**config.mk**
```make
export PLATFORM = sky130hd
export DESIGN_NAME = spi_flash_cmd_slave
export DESIGN_NICKNAME = d
export VERILOG_FILES = /design/src/rtl/spi_flash_cmd_slave.sv
export SDC_FILE = /design/constraint.sdc
export NUM_CORES = 1
export LEC_CHECK = 0
export ABC_AREA = 1
export BUFFER_PORTS_ARGS = -buffer_cell sky130_fd_sc_hd__buf_2
export CORE_MARGIN = 2
export CORE_UTILIZATION = 45
export CTS_CLUSTER_SIZE = 10
export DETAILED_ROUTE_END_ITERATION = 16
export PLACE_DENSITY = 0.68
export SETUP_SLACK_MARGIN = 0.02
export SYNTH_ARGS = -nofsm -noshare
export SYNTH_HDL_FRONTEND = slang
export SYNTH_SLANG_ARGS = --single-unit
```
**constraint.sdc**
```tcl
create_clock -name sys_clk -period 1.5 [get_ports sys_clk]
set_input_delay 0.3 -clock sys_clk [delete_from_list [all_inputs] [get_ports sys_clk]]
set_output_delay 0.3 -clock sys_clk [all_outputs]
set_load 0.005 [all_outputs]
```
**src/rtl/spi_flash_cmd_slave.sv**
```systemverilog
// spi_flash_cmd_slave: SPI mode-0 flash command responder.
// Synchronizes sck/cs_n/mosi into sys_clk, shifts single-byte opcodes, and
// models the write-enable latch (WEL) and the bulk-erase busy flag (WIP).
// Optional feature macro: STATUS_READ_EN enables the RDSR (0x05) status read on miso.
module spi_flash_cmd_slave #(
   parameter int SYNC_STAGES  = 2,
   parameter int ERASE_CYCLES = 1000
) (
   input  logic       sys_clk,
   input  logic       sys_rst,
   input  logic       sck,
   input  logic       cs_n,
   input  logic       mosi,
   output logic       miso,
   output logic       cmd_valid,
   output logic [7:0] cmd_byte,
   output logic       cmd_err,
   output logic       wel,
   output logic       wip,
   output logic       erase_done
);

   localparam int TW = (ERASE_CYCLES > 1) ? $clog2(ERASE_CYCLES) : 1;

   localparam logic [7:0] OP_WREN = 8'h06;
   localparam logic [7:0] OP_WRDI = 8'h04;
   localparam logic [7:0] OP_BE   = 8'hC7;
   localparam logic [7:0] OP_RDSR = 8'h05;

   typedef enum logic [1:0] {IDLE, SHIFT, DECODE} state_t;

   logic [SYNC_STAGES-1:0] sck_sync, cs_sync, mosi_sync;
   logic                   sck_d, cs_d;
   logic                   sck_s, cs_s, mosi_s;
   logic                   sck_rise, sck_fall, cs_rise, cs_fall;

   state_t                 state;
   logic [7:0]             shreg;
   logic [3:0]             cnt;
   logic [TW-1:0]          timer;

   assign sck_s  = sck_sync[SYNC_STAGES-1];
   assign cs_s   = cs_sync[SYNC_STAGES-1];
   assign mosi_s = mosi_sync[SYNC_STAGES-1];

   assign sck_rise =  sck_s & ~sck_d;
   assign sck_fall = ~sck_s &  sck_d;
   assign cs_rise  =  cs_s  & ~cs_d;
   assign cs_fall  = ~cs_s  &  cs_d;

   // Synchronizer chains plus one delayed copy for edge detection. Cleared to 0 so
   // a reset taken mid-frame (cs_n already low) never manufactures a cs_n fall.
   always_ff @(posedge sys_clk) begin
      if (sys_rst) begin
         sck_sync  <= '0;
         cs_sync   <= '0;
         mosi_sync <= '0;
         sck_d     <= 1'b0;
         cs_d      <= 1'b0;
      end else begin
         sck_sync  <= {sck_sync[SYNC_STAGES-2:0], sck};
         cs_sync   <= {cs_sync[SYNC_STAGES-2:0], cs_n};
         mosi_sync <= {mosi_sync[SYNC_STAGES-2:0], mosi};
         sck_d     <= sck_s;
         cs_d      <= cs_s;
      end
   end

`ifdef STATUS_READ_EN
   logic       rd_mode;   // current frame opened with RDSR
   logic [7:0] stat_sr;   // status byte snapshot taken at the 8th sck rise
   logic [2:0] rd_idx;    // next status bit to present, MSB first, wraps
   logic [7:0] shreg_nxt;

   assign shreg_nxt = {shreg[6:0], mosi_s};
`else
   assign miso = 1'b0;
`endif

   // Frame FSM, opcode decode, WEL/WIP model and erase timer, all registered.
   always_ff @(posedge sys_clk) begin
      if (sys_rst) begin
         state      <= IDLE;
         shreg      <= '0;
         cnt        <= '0;
         timer      <= '0;
         cmd_valid  <= 1'b0;
         cmd_byte   <= '0;
         cmd_err    <= 1'b0;
         wel        <= 1'b0;
         wip        <= 1'b0;
         erase_done <= 1'b0;
`ifdef STATUS_READ_EN
         miso       <= 1'b0;
         rd_mode    <= 1'b0;
         stat_sr    <= '0;
         rd_idx     <= '0;
`endif
      end else begin
         cmd_valid  <= 1'b0;
         cmd_err    <= 1'b0;
         erase_done <= 1'b0;

         // Erase countdown: WIP stays high for exactly ERASE_CYCLES cycles.
         if (wip) begin
            if (timer == '0) begin
               wip        <= 1'b0;
               erase_done <= 1'b1;
            end else begin
               timer <= timer - 1'b1;
            end
         end

         case (state)
            IDLE: begin
`ifdef STATUS_READ_EN
               miso    <= 1'b0;
               rd_mode <= 1'b0;
`endif
               if (cs_fall) begin
                  state <= SHIFT;
                  cnt   <= '0;
                  shreg <= '0;
               end
            end

            SHIFT: begin
               if (sck_rise) begin
                  shreg <= {shreg[6:0], mosi_s};
                  if (cnt != 4'd15) cnt <= cnt + 4'd1;
`ifdef STATUS_READ_EN
                  // Snapshot status once, when the opcode byte completes as RDSR.
                  if (cnt == 4'd7 && shreg_nxt == OP_RDSR) begin
                     rd_mode <= 1'b1;
                     stat_sr <= {6'b0, wel, wip};
                     rd_idx  <= '0;
                  end
`endif
               end
`ifdef STATUS_READ_EN
               // Shift the status out on falling edges so the master samples it on rising ones.
               if (sck_fall && rd_mode) begin
                  miso   <= stat_sr[3'd7 - rd_idx];
                  rd_idx <= rd_idx + 3'd1;
               end
`endif
               if (cs_rise) state <= DECODE;
            end

            DECODE: begin
               state <= IDLE;
`ifdef STATUS_READ_EN
               miso  <= 1'b0;
               if (rd_mode) begin
                  // Status read is accepted with any number of trailing read clocks.
                  cmd_valid <= 1'b1;
                  cmd_byte  <= OP_RDSR;
               end else
`endif
               if (cnt != 4'd8) begin
                  cmd_err <= 1'b1;
               end else begin
                  cmd_valid <= 1'b1;
                  cmd_byte  <= shreg;
                  if (wip) begin
                     cmd_err <= 1'b1;
                  end else begin
                     case (shreg)
                        OP_WREN: wel <= 1'b1;
                        OP_WRDI: wel <= 1'b0;
                        OP_BE: begin
                           if (wel) begin
                              wip   <= 1'b1;
                              wel   <= 1'b0;
                              timer <= TW'(ERASE_CYCLES - 1);
                           end else begin
                              cmd_err <= 1'b1;
                           end
                        end
                        default: cmd_err <= 1'b1;
                     endcase
                  end
               end
            end

            default: state <= IDLE;
         endcase
      end
   end

endmodule

```
**Word-level counts from Yosys, hierarchy flattened**

Index checks and enable logic that the tools add are counted.

- Register bits: 45
- Bits in latches: 0
- RAM bits: 0
- Memory bits (read-only): 0
- Bits of input ports: 5
- Word-level logic and storage cells: 81
- Memories: 0

- Add/sub/neg operators: 2
- Multipliers: 0
- Divide/modulo/power cells: 0
- Order comparisons: 0
- Equal/unequal tests: 11
- Shift operators: 0
- Muxes and demuxes: 31
- Bitwise logic cells: 9
- Reductions and logical operators: 13

Operators by type and width:

| operator | count |
|---|---|
| $mux W10 | 7 |
| $eq A8 B3 Y1 const B | 2 |
| $mux W8 | 2 |
| $pmux W8 S2 | 1 |
| $mux W1 | 12 |
| $mux W4 | 3 |
| $logic_not A10 Y1 | 1 |
| $sub A10 B1 Y10 const B | 1 |
| $eq A8 B8 Y1 const B | 1 |
| $ne A2 B2 Y1 const B | 4 |
| $ne A4 B4 Y1 const B | 2 |
| $pmux W4 S2 | 1 |
| $reduce_and A4 Y1 | 2 |
| $reduce_or A2 Y1 | 4 |
| $not A1 Y1 | 6 |
| $add A4 B1 Y4 const B | 1 |
| $mux W2 | 2 |
| $pmux W1 S2 | 2 |
| $pmux W2 S2 | 1 |
| $reduce_and A2 Y1 | 2 |
| $reduce_bool A2 Y1 | 2 |
| $and A1 B1 Y1 | 3 |
| $reduce_and A3 Y1 | 1 |
| $eq A2 B1 Y1 const B | 1 |
| other kinds (2) | 2 |

**Longest topological paths before layout**

- Word-level depth: 8
- Depth in mapped cells: 10
- Gate-level depth less buffers: 10

**Least setup slack after synthesis**

OpenSTA, ideal clock, no wires.

- Kind: register -> register
- Start: reg timer[0]
- End: reg timer[2]
- Data arrival time: 1.261 ns
- Data required time: 1.391 ns
- Setup slack: 0.130 ns
- Stages on the path, launching flop included: 11
- Path buffers: 1
- Cell sequence: dfxtp_1 -> inv_1 -> ha_1 -> inv_1 -> nor2_1 -> nand3_2 -> buf_6 -> nand4_1 -> nand3_1 -> nand2_1 -> inv_1

- Cells in the longest elaborated chain, start to end: 8

Ends and longest elaborated chain:

| what | RTL line | source |
|---|---|---|
| start: declaration | 40 | `logic [TW-1:0] timer;` |
| start signal: assignment | 110 | `timer <= timer - 1'b1;` |
| start signal: assignment | 175 | `timer <= TW'(ERASE_CYCLES - 1);` |
| $sub A10 B1 Y10 / $logic_not A10 Y1 (equally long branches) | 110, 106 |  |
| $mux W10 * | 106 | `if (timer == '0) begin` |
| $mux W10 * | 105 | `if (wip) begin` |
| $mux W10 | 172 | `if (wel) begin` |
| $mux W10 | 168 | `case (shreg)` |
| $mux W10 | 165 | `if (wip) begin` |
| $mux W10 | 160 | `if (cnt != 4'd8) begin` |
| $mux W10 * | 114 | `case (state)` |

Every way passes the cells marked *; elsewhere a longest branch is shown, timed or not.
A chain may end at the register's enable or synchronous reset.

**Worst setup path after layout**

- Start: reg cnt[0]
- End: reg cmd_byte[7]

- Cells in the longest elaborated chain, start to end: 3

Ends and longest elaborated chain:

| what | RTL line | source |
|---|---|---|
| start: declaration | 39 | `logic [3:0] cnt;` |
| start signal: assignment | 130 | `if (cnt != 4'd15) cnt <= cnt + 4'd1;` |
| $ne A4 B4 Y1 | 160 |  |
| $not A1 Y1 (no line) | n/a |  |
| $reduce_and A2 Y1 (no line) | n/a |  |
| end signal: assignment | 164 | `cmd_byte <= shreg;` |
| end: declaration | 16 | `output logic [7:0] cmd_byte,` |

No other way between the ends.

==> flow_summary.toml <==
[worst_setup_path]
cp_num_buf_inv = 2
path_cells = "inv_1 -> ha_2 -> nand3_4 -> nor2_8 -> buf_8 -> o21ai_0 -> a21oi_1"
regToRegStartpoint = "cnt[0]$_SDFFE_PP0P_"
critPathLaunchType = "register"
startpoint = "cnt[0]$_SDFFE_PP0P_"
critPathMaxFanout = 13
slowest_stage = "dfxtp_1"
cp-end-kind = "register"
worstPathArrival_ps = 1580
slowest_delay_ps = 340
cp_top_family = "flip-flops"
path_class = "reg -> reg"
critical_path_required_ps = 1720

[place]
dp_hpwl_mm = 2.86
gp_congestion = 0.898
portBuffers = 17

[power_and_ir_drop]
ir_drop_uv = 518
p_per_area_nw_per_um2 = 850
leakage_nw = 1.11

[layout]
drive_gt1_share_pct = 19.7
fin_util_pct = 53.5
diodes = 0
area_growth_syn_to_layout_pct = 14.1
nNetsFinal = 312

[floorplan]
initial_utilization_pct = 46.9
die_height_um = 71.6
die_width_um = 71.6
rows = 24
io_pins = 19
fp.dieArea_um2 = 5130
coreArea_um2 = 4380

[routing]
drt.antenna.violating_nets = 0
drc = 0
vias_per_cell = 5.03
first_pass_iters = 4
wl_per_cell_um = 11.5
drt_iter0_drc = 86
via_count = 1796
wl_mm = 4.11

[yosys]
syn_area_per_cell_um2 = 7.35
synth-edff-count = 0
synth_nets = 288
ys_ff_latch = 45
synth_cell_types = 29
async_flop_share_pct = 0
synth_seq_area_share_pct = 43.8
synthFlopType = "dfxtp_1"
synth_area_um2 = 2060
yosys_warnings = 0
syn_inst = 280

[global_route]
grt_antenna_before_repair = 0
grt_max_degree = 28
grt-ovfl-total = 0
grt_pass1_wl_mm = 7.02
grt_pass1_vias = 1680
grt_usage_pct = 16.9

[sta]
hold_ws_ps = 203
setup_viol = 0
fin_setup_tns_ps = 0
finalCritPeriodShare_pct = 90.7
finClkSkew_ps = 7.36
report.final.slew_viol_count = 0
max_freq_mhz = 735
period_minus_slack_ps = 1360
hold_viol = 0

[clocking]
cts_tree = "built"
h-tree-depth = 2
clk_latency_ps = 290
cts-root-buf = "clkbuf_8"
cts_made_buffers = 5
ctsLongestPathBuffers = 2
post_cts_buffers = 0
clock-sinks = 45
clk_pin_slew_ps = 80

[outcome]
outcome = "completed"

[worst_hold_path]
hold_start = "cs_n"
worstHoldPathType = "in -> reg"

[run]
drv_cap = 0
[logic make-up (layout without fill, tap and decap cells)]
kind of cell / count (synthesis) / in the layout / share of synthesized area (%)
and+or+nand+nor: 135 / 136 / 32.5
buffers and inverters: 55 / 79 / 11.0
DFF: 45 / 45 / 43.8
AOI/OAI and AO/OA: 38 / 38 / 9.43
adders and majority gates: 3 / 3 / 1.83
xor gates and xnor gates: 3 / 3 / 1.28
other: 1 / 1 / 0.182
[area by class of cell]
class                   count  area [um2]
well taps                  52        65.1
flip-flops and latches     45         901
repair buffers             25         153
multi-input cells         181         967
clock buffers               6        72.6
fillers                   440        2040
inverters                  46         173
clock inverters             2        15.0
[metrics by stage]
| step | setup slack, ps | std cells | instance area [um2] | total power, mW |
|---|---|---|---|---|
| floorplan | 130 | 280 | 2060 | 1.28 |
| global placement | 135 | 348 | 2210 | 1.30 |
| detailed placement | 60.0 | 348 | 2210 | 1.30 |
| CTS | 25.9 | 356 | 2300 | 2.02 |
| global route | -8.98 | 357 | 2350 | 2.07 |
| finish | 140 | 357 | 2350 | 1.99 |
[final timing paths]
| check | slack, ps | depth (start not counted) | to |
|---|---|---|---|
| min reg2reg | 400 | 2 | cs_sync[1]$_SDFF_PP0_ |
| min | 200 | 3 | cs_sync[0]$_SDFF_PP0_ |
| max | 140 | 7 | cmd_byte[7]$_SDFFE_PP0P_ |
| max reg2reg | 140 | 7 | cmd_byte[7]$_SDFFE_PP0P_ |
[cells in the final DEF, fill, tap and decap left out]
cell | synthesis | routed
nor4_1 | 1 | 1
nand3b_4 | 1 | 1
ha_1 | 3 | 2
clkbuf_1 | 1 | 1
a21oi_1 | 24 | 24
inv_1 | 38 | 38
ha_2 | 0 | 1
xor2_1 | 2 | 2
o21ai_0 | 11 | 11
xnor2_1 | 1 | 1
buf_4 | 2 | 7
nand2_2 | 3 | 4
nand4_1 | 8 | 8
clkinvlp_4 | 0 | 2
nand2_1 | 45 | 44
nand3_4 | 0 | 2
nor2_1 | 36 | 35
buf_8 | 0 | 1
clkbuf_8 | 0 | 5
nand3_2 | 4 | 3
nor2_8 | 1 | 1
a21oi_2 | 1 | 1
nand3_1 | 28 | 28
nor2_4 | 3 | 4
nor3_1 | 2 | 2
inv_2 | 8 | 8
nor2_2 | 2 | 2
buf_2 | 4 | 17
nor3b_2 | 1 | 1
conb_1 | 1 | 1
dfxtp_1 | 45 | 45
o21ai_1 | 2 | 2
[report_power, final]
part           internal (mW)  switching [mW]
registers               1.20         0.00523
clock network          0.328           0.396
logic                 0.0181          0.0421
[per-layer routing]
layer / vias up / wire, um / GRT usage, %
met2: 35 / 2090 / 30.1
li1: 939 / - / -
met1: 818 / 1840 / 20.2
met4: 0 / 40 / 4.40
met3: 4 / 135 / 4.22
met5: - / 0 / 0
[synthesized netlist by cell type, types with 2 or more instances]
cell,n,area share (%)
nand4_1,8,2.4
buf_4,2,0.73
xor2_1,2,0.85
a21oi_1,24,5.8
nor2_4,3,1.6
nand3_2,4,1.9
o21ai_1,2,0.49
nor2_2,2,0.61
ha_1,3,1.8
dfxtp_1,45,44
o21ai_0,11,2.7
buf_2,4,0.97
nand2_2,3,0.91
nand3_1,28,6.8
nor3_1,2,0.49
nand2_1,45,8.2
inv_1,38,6.9
inv_2,8,1.5
nor2_1,36,6.6
[state kept, by name, summed over array words and instances (netlist names)]
name / count
cmd_err: 1
shreg: 8
wel: 1
erase_done: 1
cmd_byte: 8
sck_d: 1
cs_d: 1
wip: 1
state: 2
cnt: 4
mosi_sync: 2
cs_sync: 2
timer: 10
sck_sync: 2
cmd_valid: 1
[timing repair]
item                                    CTS  global route
endpoints found under the setup margin    0            11
hold buffers                              0             0
gates resized for setup                   0             8
endpoints found under the hold margin     0             0
[worst min-delay path, stage by stage]
cell and delay, ps:
buf_2 70, inv_1 30, nor2_1 60
Note: power is estimated with default switching activity, not from simulation.
